### src/rtl/num_sender_pkg.sv
// Shared types and widths for the num_frame_sender host driver and its operand buffer.
package num_sender_pkg;

  localparam int NUM_W  = 4;
  localparam int MODE_W = 2;
  localparam int RES_W  = 7;

  typedef enum logic [1:0] {
    IDLE = 2'd0,
    SEND = 2'd1,
    WAIT = 2'd2,
    RESP = 2'd3
  } state_e;

endpackage

### src/rtl/num_fifo.sv
// Operand buffer: strict FIFO with power-of-two depth and free-running wrapping pointers.
module num_fifo #(
  parameter int DEPTH = 8,
  parameter int WIDTH = 4
) (
  input  logic                       clk,
  input  logic                       rst,
  input  logic                       push_i,
  input  logic [WIDTH-1:0]           data_i,
  input  logic                       pop_i,
  output logic [WIDTH-1:0]           head_o,
  output logic [$clog2(DEPTH):0]     count_o
);

  localparam int PTR_W = $clog2(DEPTH);

  logic [WIDTH-1:0] mem_q [DEPTH];
  logic [PTR_W-1:0] wr_ptr_q, rd_ptr_q;
  logic [PTR_W:0]   count_q;

  always_ff @(posedge clk) begin
    if (push_i) mem_q[wr_ptr_q] <= data_i;
  end

  always_ff @(posedge clk or posedge rst) begin
    if (rst) begin
      wr_ptr_q <= '0;
      rd_ptr_q <= '0;
      count_q  <= '0;
    end else begin
      if (push_i) wr_ptr_q <= wr_ptr_q + 1'b1;
      if (pop_i)  rd_ptr_q <= rd_ptr_q + 1'b1;
      case ({push_i, pop_i})
        2'b10:   count_q <= count_q + 1'b1;
        2'b01:   count_q <= count_q - 1'b1;
        default: count_q <= count_q;
      endcase
    end
  end

  assign head_o  = mem_q[rd_ptr_q];
  assign count_o = count_q;

endmodule

### src/rtl/num_frame_sender.sv
// Host-side frame sender/collector for the lab06_2 compute interface.
// Define NUM_SENDER_TIMEOUT_EN to add the WAIT-state watchdog abort.
//
// state | meaning
// IDLE  | waiting for a host start with enough buffered operands
// SEND  | driving FRAME_LEN beats of in_valid/in_number
// WAIT  | waiting for out_valid (or watchdog expiry)
// RESP  | holding res_valid until the host takes the result
module num_frame_sender
  import num_sender_pkg::*;
#(
  parameter int FRAME_LEN  = 6,
  parameter int FIFO_DEPTH = 8,
  parameter int TIMEOUT    = 255
) (
  input  logic              clk,
  input  logic              rst,
  input  logic              wr_valid,
  output logic              wr_ready,
  input  logic [NUM_W-1:0]  wr_number,
  input  logic              start_valid,
  output logic              start_ready,
  input  logic [MODE_W-1:0] start_mode,
  output logic              in_valid,
  output logic [NUM_W-1:0]  in_number,
  output logic [MODE_W-1:0] mode,
  input  logic              out_valid,
  input  logic [RES_W-1:0]  out_result,
  output logic              res_valid,
  input  logic              res_ready,
  output logic [RES_W-1:0]  res_data,
  output logic              res_timeout,
  output logic              busy
);

  localparam int CNT_W  = $clog2(FIFO_DEPTH) + 1;
  localparam int BEAT_W = $clog2(FRAME_LEN + 1);

  state_e             state_q, state_d;
  logic [BEAT_W-1:0]  beat_q, beat_d;
  logic               in_valid_q, in_valid_d;
  logic [NUM_W-1:0]   in_number_q, in_number_d;
  logic [MODE_W-1:0]  mode_q, mode_d;
  logic               res_valid_q, res_valid_d;
  logic [RES_W-1:0]   res_data_q, res_data_d;
  logic               res_timeout_q, res_timeout_d;

  logic               push, pop, start_fire, beat_last, wdog_expire;
  logic [NUM_W-1:0]   head;
  logic [CNT_W-1:0]   fifo_cnt;

  num_fifo #(.DEPTH(FIFO_DEPTH), .WIDTH(NUM_W)) u_fifo (
    .clk     (clk),
    .rst     (rst),
    .push_i  (push),
    .data_i  (wr_number),
    .pop_i   (pop),
    .head_o  (head),
    .count_o (fifo_cnt)
  );

  assign wr_ready    = fifo_cnt < CNT_W'(FIFO_DEPTH);
  assign push        = wr_valid && wr_ready;
  assign start_ready = (state_q == IDLE) && (fifo_cnt >= CNT_W'(FRAME_LEN));
  assign start_fire  = start_valid && start_ready;
  assign beat_last   = beat_q == BEAT_W'(FRAME_LEN);

`ifdef NUM_SENDER_TIMEOUT_EN
  localparam int TO_W = $clog2(TIMEOUT + 1);
  logic [TO_W-1:0] wdog_q;

  // Loaded as WAIT is entered; expiry fires on the TIMEOUT-th WAIT cycle.
  always_ff @(posedge clk or posedge rst) begin
    if (rst)                                wdog_q <= '0;
    else if (state_q == SEND && beat_last)  wdog_q <= TO_W'(TIMEOUT);
    else if (state_q == WAIT && wdog_q != '0) wdog_q <= wdog_q - 1'b1;
  end

  assign wdog_expire = (state_q == WAIT) && (wdog_q == TO_W'(1));
`else
  assign wdog_expire = 1'b0;
`endif

  always_ff @(posedge clk or posedge rst) begin
    if (rst) state_q <= IDLE;
    else     state_q <= state_d;
  end

  always_comb begin
    state_d = state_q;
    case (state_q)
      IDLE:    if (start_fire) state_d = SEND;
      SEND:    if (beat_last) state_d = WAIT;
      WAIT:    if (out_valid || wdog_expire) state_d = RESP;
      RESP:    if (res_ready) state_d = IDLE;
      default: state_d = IDLE;
    endcase
  end

  // Beat 0 is popped on the accepting edge so in_valid rises the cycle after start.
  always_comb begin
    beat_d        = beat_q;
    in_valid_d    = 1'b0;
    in_number_d   = '0;
    mode_d        = '0;
    res_valid_d   = res_valid_q;
    res_data_d    = res_data_q;
    res_timeout_d = res_timeout_q;
    pop           = 1'b0;
    case (state_q)
      IDLE: if (start_fire) begin
        pop         = 1'b1;
        in_valid_d  = 1'b1;
        in_number_d = head;
        mode_d      = start_mode;
        beat_d      = BEAT_W'(1);
      end
      SEND: if (!beat_last) begin
        pop         = 1'b1;
        in_valid_d  = 1'b1;
        in_number_d = head;
        beat_d      = beat_q + 1'b1;
      end
      WAIT: if (out_valid) begin
        res_valid_d   = 1'b1;
        res_data_d    = out_result;
        res_timeout_d = 1'b0;
      end else if (wdog_expire) begin
        res_valid_d   = 1'b1;
        res_data_d    = '0;
        res_timeout_d = 1'b1;
      end
      RESP: if (res_ready) res_valid_d = 1'b0;
      default: ;
    endcase
  end

  always_ff @(posedge clk or posedge rst) begin
    if (rst) begin
      beat_q        <= '0;
      in_valid_q    <= 1'b0;
      in_number_q   <= '0;
      mode_q        <= '0;
      res_valid_q   <= 1'b0;
      res_data_q    <= '0;
      res_timeout_q <= 1'b0;
    end else begin
      beat_q        <= beat_d;
      in_valid_q    <= in_valid_d;
      in_number_q   <= in_number_d;
      mode_q        <= mode_d;
      res_valid_q   <= res_valid_d;
      res_data_q    <= res_data_d;
      res_timeout_q <= res_timeout_d;
    end
  end

  assign in_valid    = in_valid_q;
  assign in_number   = in_number_q;
  assign mode        = mode_q;
  assign res_valid   = res_valid_q;
  assign res_data    = res_data_q;
  assign res_timeout = res_timeout_q;
  assign busy        = state_q != IDLE;

endmodule

### config.mk
export PLATFORM = sky130hd
export DESIGN_NAME = num_frame_sender
export DESIGN_NICKNAME = d
export VERILOG_FILES = /design/src/rtl/num_sender_pkg.sv /design/src/rtl/num_fifo.sv /design/src/rtl/num_frame_sender.sv
export SDC_FILE = /design/constraint.sdc
export NUM_CORES = 1
export LEC_CHECK = 0
export CAP_MARGIN = 10
export CORE_UTILIZATION = 33
export CTS_CLUSTER_SIZE = 25
export DETAILED_ROUTE_END_ITERATION = 16
export GPL_TIMING_DRIVEN = 0
export SLEW_MARGIN = 5
export SYNTH_ARGS = -nofsm -noshare
export SYNTH_HDL_FRONTEND = slang
export SYNTH_SLANG_ARGS = --single-unit
export TNS_END_PERCENT = 10
### constraint.sdc
create_clock -name clk -period 3.6 [get_ports clk]
set_clock_uncertainty 0.15 [all_clocks]
set_input_delay 1.08 -clock clk [delete_from_list [all_inputs] [get_ports clk]]
set_output_delay 1.08 -clock clk [all_outputs]
set_load 0.01 [all_outputs]
* Yosys cells after proc, flatten, opt, wreduce, memory -nomap -nowiden
Memories as Yosys holds them, arrays and structs flattened.
Cells that the tools add are included.
W data, S select, Z words.
** Word-level totals
- Register bits after elaboration :: 30
- Latch bits :: 0
- Bits in writable memories :: 32
- Memory bits (read-only) :: 0
- Bits of input ports :: 19
- Output and inout port bits :: 19
- Logic and storage cells :: 63
- Memories :: 1
** Memory list
- u_fifo.mem_q :: words 8, bits a word 4, read ports 1, clocked after Yosys merged registers in 0, write ports 1, line num_fifo.sv:17 : logic [WIDTH-1:0] mem_q [DEPTH];
** Operators by class
- $add $sub $neg :: 5
- Multipliers :: 0
- Divide/modulo/power cells :: 0
- $lt $le $gt $ge :: 2
- Eq/ne operators :: 11
- Shift operators :: 0
- Muxes and demuxes :: 22
- Bitwise operators :: 0
- Reductions and logical operators :: 12
** Operators by type and width (count)
- $pmux W4 S2 :: 2
- $mux W2 :: 6
- $ne A2 B2 Y1 const B :: 5
- $add A3 B1 Y3 const B :: 3
- $mux W4 :: 2
- $pmux W2 S4 :: 1
- $reduce_bool A2 Y1 :: 4
- $eq A2 B2 Y1 const B :: 3
- $mux W1 :: 6
- $mux W3 :: 2
- $pmux W3 S2 :: 1
- $reduce_and A3 Y1 :: 2
- $add A4 B1 Y4 const B :: 1
- $eq A2 B1 Y1 const B :: 2
- $ge A4 B3 Y1 const B :: 1
- $lt A4 B4 Y1 const B :: 1
- $pmux W1 S2 :: 2
- $reduce_and A4 Y1 :: 1
- $sub A4 B1 Y4 const B :: 1
- $eq A3 B3 Y1 const B :: 1
- $logic_and A1 B1 Y1 :: 3
- $logic_not A2 Y1 :: 1
- $reduce_and A2 Y1 :: 1

* Logic depth before layout (Yosys ltp)
- Depth after elaboration :: 7
- Depth in mapped cells :: 11
- Depth with buffers taken out :: 11

* By module
A second synthesis with hierarchy kept.
** Second synthesis, totals
- Cells, all modules :: 181
- Area total of the unflattened synthesis :: 2738.9 um^2
** Modules (own cells, without submodules)
- num_fifo :: times used 1, cells an instance 99, area an instance 1789.2 um^2, sequential area each 1211.2 um^2
- num_frame_sender :: times used 1, cells an instance 82, area an instance 949.7 um^2, sequential area each 500.5 um^2

* Least setup slack after synthesis
OpenSTA, ideal clock, no wires.
- Kind :: input -> register
- From :: in wr_valid
- To :: reg u_fifo.count_q[3] (netlist: u_fifo.count_o[3])
- Setup time :: 0.080 ns
- Arrival time :: 2.554 ns
- Required time :: 3.370 ns
- Path slack :: 0.816 ns
- Stages on the path :: 8
- Buffers on the path :: 0
- Cells stage by stage :: nor2b_1 inv_1 ha_1 ha_1 a21oi_1 a21oi_1 nor3_1 xnor2_1
** On the way
- Cells in the longest elaborated chain, start to end :: 3
- Elaborated cells between the ends (all ways) :: 5
- Classes of those cells :: eq/ne (2); mux (1); reduce/logical (2)
** RTL lines
- start: declaration :: line num_frame_sender.sv:18 : input logic wr_valid,
- $logic_and A1 B1 Y1 * :: line num_frame_sender.sv:63 : assign push = wr_valid && wr_ready;
- $eq A2 B1 Y1 / $eq A2 B2 Y1 (equally long branches) :: line num_fifo.sv:33 : case ({push_i, pop_i})
- $pmux W4 S2 / $reduce_bool A2 Y1 (equally long branches)
- end signal: assignment :: line num_fifo.sv:34 : 2'b10: count_q <= count_q + 1'b1;
- end signal: assignment :: line num_fifo.sv:35 : 2'b01: count_q <= count_q - 1'b1;
- end signal: assignment :: line num_fifo.sv:36 : default: count_q <= count_q;
- end: declaration :: line num_fifo.sv:19 : logic [PTR_W:0] count_q;
Every way passes the cells marked *; elsewhere a longest branch is shown, timed or not.
A chain may end at the register's enable or synchronous reset.

* Final worst setup path
- From :: reg state_q[1]
- To :: out start_ready
** On the way
- Cells in the longest elaborated chain, start to end :: 2
** RTL lines
- start: declaration :: line num_frame_sender.sv:39 : state_e state_q, state_d;
- start signal: assignment :: line num_frame_sender.sv:86 : else state_q <= state_d;
- $logic_not A2 Y1 :: line num_frame_sender.sv:64 : assign start_ready = (state_q == IDLE) && (fifo_cnt >= CNT_W'(FRAME_LEN));
- $logic_and A1 B1 Y1 :: line num_frame_sender.sv:64
- end: declaration :: line num_frame_sender.sv:22 : output logic start_ready,
No other way between the ends.

==> results.md <==
Run status:
- The run finished with clean final reports.

CTS:
- The H-tree was split into 3 levels.
- CTS saw between 60 and 70 sinks.
- The later pin in the worst-skew pair is clocked with a latency of 0.34 ns.
- Clock tree synthesis selected as its root buffer the cell sky130_fd_sc_hd__clkbuf_8.
- For this design, the CTS-stage hold fixing added 0 buffers.
- The clock tree from TritonCTS is yes.
- The clock input transition at the sequential cells of the worst setup and hold paths is 0.07 ns.
- Buffers added to address setup during post-CTS repair amount to 0.
- The total CTS buffers is 9.
- The maximum clock path buffer count is 2.
- After clock tree synthesis, the repair step resized 0 gates.

STA:
- The summed negative setup slack over all endpoints is 0 ns.
- The smallest clock period supported by the final layout is computed as 3.17 ns.
- The transition time of the tightest slew-check pin is 0.786 ns.
- The setup violation total in the final timing report is 0.
- After layout, the worst path uses 87.9% of the clock period.
- Setup repair after global routing left no endpoint under its margin.
- The fmax is 0.316 GHz.
- The final number of max-transition violations is 0.
- The number of hold violations in the final report is 0.
- The relative slew slack is 47.2%.
- The worst path meets setup with 0.434 ns of slack.

GRT:
- The first global-routing pass estimated 7760 um of wire.
- For this run, the total global-route usage over all layers was measured as 12.7%.
- The via count of the first global-routing pass came to approximately 1.5k.
- The initial antenna violation count is 0.
- The remaining global-route overflow is 0.
- Entering global routing, the biggest net connects 31 pins.

Setup path:
- The maximum fanout count along the critical path is 6.
- The critical path in this run is classified as flop to primary output.
- The required time at the endpoint of the critical path is 2.37 ns.
- The arrival time at the worst endpoint is 1.94 ns.
- The nature of the critical path endpoint is a primary output.
- STA classifies the critical path startpoint as a flop.
- For the worst flop-to-flop path, the logic depth is 11.

Yosys:
- The synthesized flop and latch total is 62.
- After synthesis, the largest area contributor takes up a little over a third of total cell area.
- Synthesis produced a netlist whose cell count is 177.
- The post-synthesis async set-or-reset flop share is ~48%.
- In the synthesized netlist, the cells that appear most often are 32 x sky130_fd_sc_hd__edfxtp_1, 30 x sky130_fd_sc_hd__dfrtp_1, 13 x sky130_fd_sc_hd__nor2_1.
- The net count after synthesis is 208.
- The total of warnings raised by yosys is 0.
- The share of the Yosys chip area taken by registers is 63.5%.
- The mean post-synth cell area is 15.2 sq um.
- Of all cell types, the one taking the most synthesized area is sky130_fd_sc_hd__edfxtp_1.
- Yosys instantiated no cell more often than sky130_fd_sc_hd__edfxtp_1.
- Summing every instance area after synthesis gives 0.00270 sq mm.
- In the synthesized netlist the dominant register cell turns out to be sky130_fd_sc_hd__edfxtp_1.
- Ranked by total cell area, the synthesized netlist is headed by sky130_fd_sc_hd__edfxtp_1 36%, sky130_fd_sc_hd__dfrtp_1 28%, sky130_fd_sc_hd__mux4_2 6.7%.
- The count of distinct cell types in the synthesized netlist is 40.
- The count of flip-flops with a built-in enable after synthesis is 32.

Layout:
- Relative to the synthesized area, the layout overhead comes to 26.2%.
- The post-route core utilization is 43.6%.
- The number of diodes is 0.
- The post-route netlist has 17.8% of its cells at a drive strength greater than 1.
- The number of nets in the final layout is 256.

Drt:
- For this run, the detailed router's first-pass iteration total came to 4.
- After detailed routing, the total wire length is 4630 um.
- The iteration-0 DRC count of the detailed router is 49.
- In the routed layout, each cell is associated on average with a via count of 4.55.
- The post-detailed-route DRC marker count is 0.
- After detailed routing, the average wire length per cell comes to 13.9 um.
- The routed layout has between 1.5k and 2k vias.
- The count of nets left with antenna violations once routing finished came out at 0.

Floorplan:
- The floorplan step defined a die boundary enclosing ~0.0085 sq mm.
- In this run the count of I/O pins placed on the die edge is 38.
- After floorplanning, the core was divided into 32 placement rows.
- The height of the die is 92.4 um.
- The initial core utilization is between 30% and 40%.
- The core region is 0.00781 sq mm.
- Measured along the x axis, the die boundary spans 92.4 um.

Worst hold path:
- The tightest min-delay check is of the flop to flop type.
- Along the worst hold path, the cell count comes to 1.

Placement:
- Once detailed placement completed, the half-perimeter wirelength came to around 3200 um.
- Port buffering added 36 buffers.
- The routability congestion estimate is 0.716.
- The placement-stage worst setup slack is 0.0700 ns.

Power and ir drop:
- Dividing total power by cell area gives a power density of 825 mW/mm^2.
- The static leakage is 1.33 nW.
- VDD sags by at most 0.346 mV.

Flow run:
- The max-capacitance violation count is 0.
==> layout by cell type (no fill, tap or decap), types with 3 or more instances in the layout <==
cell / Yosys / layout
sky130_fd_sc_hd__inv_1: 11 / 10
sky130_fd_sc_hd__mux4_2: 8 / 8
sky130_fd_sc_hd__a21oi_1: 3 / 3
sky130_fd_sc_hd__nand2_1: 7 / 7
sky130_fd_sc_hd__clkdlybuf4s50_1: 0 / 36
sky130_fd_sc_hd__nor2_1: 13 / 13
sky130_fd_sc_hd__mux2_2: 8 / 8
sky130_fd_sc_hd__ha_1: 11 / 11
sky130_fd_sc_hd__clkbuf_1: 2 / 6
sky130_fd_sc_hd__clkbuf_8: 0 / 11
sky130_fd_sc_hd__edfxtp_1: 32 / 32
sky130_fd_sc_hd__xnor2_1: 5 / 5
sky130_fd_sc_hd__nor3_1: 5 / 5
sky130_fd_sc_hd__dfrtp_1: 30 / 30
sky130_fd_sc_hd__mux2i_1: 5 / 5
sky130_fd_sc_hd__nand2b_1: 6 / 6
==> kinds of logic (layout without fill, tap and decap cells) <==
kind of cell,count (synthesis),after routing,share of synthesized area [%]
buffers and inverters,16,69,2.64
other,1,1,0.139
adders and majority gates,12,12,5.84
muxes,23,23,12.8
and+or+nand+nor,40,40,7.75
AOI/OAI and AO/OA,16,16,5.06
xor gates and xnor gates,7,7,2.27
DFF,62,62,63.5
==> where the power goes <==
group / leakage (nW) / switching (W) / total [W] / internal [W]
combinational: 0.581 / 0.000538 / 0.00115 / 0.000614
clock: 0.0961 / 0.000245 / 0.000576 / 0.000331
sequential: 0.652 / 0.000129 / 0.00108 / 0.000951
total: 1.33 / 0.000912 / 0.00281 / 0.00190
==> layer usage <==
| metal | routed length (um) | up-vias | global-route usage [%] |
|---|---|---|---|
| met5 | 0 | - | 0 |
| li1 | - | 738 | - |
| met4 | 103 | 0 | 8.07 |
| met3 | 191 | 8 | 3.86 |
| met1 | 2150 | 738 | 16.7 |
| met2 | 2180 | 28 | 18.1 |
==> cell type report <==
class                           count  area [sq um]
Inverter                           12          45.0
Fill cell                         722          4400
Buffer                              4          26.3
Multi-Input combinational cell     99           915
Timing Repair Buffer               37           388
Tap cell                          102           128
Clock buffer                       16           191
Sequential cell                    62          1710
==> final timing paths <==
check	from	end	slack [ns]
worst max-delay path	state_q[1]$_DFFE_PP0P_	start_ready	0.43
worst min-delay path	u_fifo.wr_ptr_q[2]$_DFFE_PP0P_	u_fifo.wr_ptr_q[2]$_DFFE_PP0P_	0.34
worst max register to register	state_q[1]$_DFFE_PP0P_	u_fifo.count_o[3]$_DFFE_PP0P_	0.81
worst min register to register	u_fifo.wr_ptr_q[2]$_DFFE_PP0P_	u_fifo.wr_ptr_q[2]$_DFFE_PP0P_	0.34
max in group asynchronous	rst	in_number[1]$_DFF_PP0_	2.08
min in group asynchronous	rst	mode[0]$_DFF_PP0_	0.83
==> stage by stage <==
step | instances | cell area [sq um] | total power [W] | hold WS [ns]
2_1_floorplan | 177 | 2700 | 0.00190 | 0.307
3_3_place_gp | 315 | 3190 | 0.00224 | 0.331
3_5_place_dp | 315 | 3190 | 0.00227 | 0.335
4_1_cts | 331 | 3380 | 0.00286 | 0.349
5_1_grt | 332 | 3400 | 0.00304 | 0.371
6_report | 332 | 3400 | 0.00281 | 0.343
==> registers in the layout, summed over array words and instances (netlist names) <==
register         count
in_valid             1
mode                 2
u_fifo.count_o       4
in_number            4
state_q              2
beat_q               3
u_fifo.rd_ptr_q      3
u_fifo.wr_ptr_q      3
u_fifo.mem_q        32
res_data             7
res_valid            1
==> worst max-delay path: stages (launching register included) <==
cell and delay [ns]:
sky130_fd_sc_hd__dfrtp_1 0.42, sky130_fd_sc_hd__inv_1 0.10, sky130_fd_sc_hd__ha_1 0.34, sky130_fd_sc_hd__inv_2 0.10
sky130_fd_sc_hd__nor2_1 0.11, sky130_fd_sc_hd__clkdlybuf4s50_1 0.54
No activity file was read; power rests on OpenSTA's default activity.
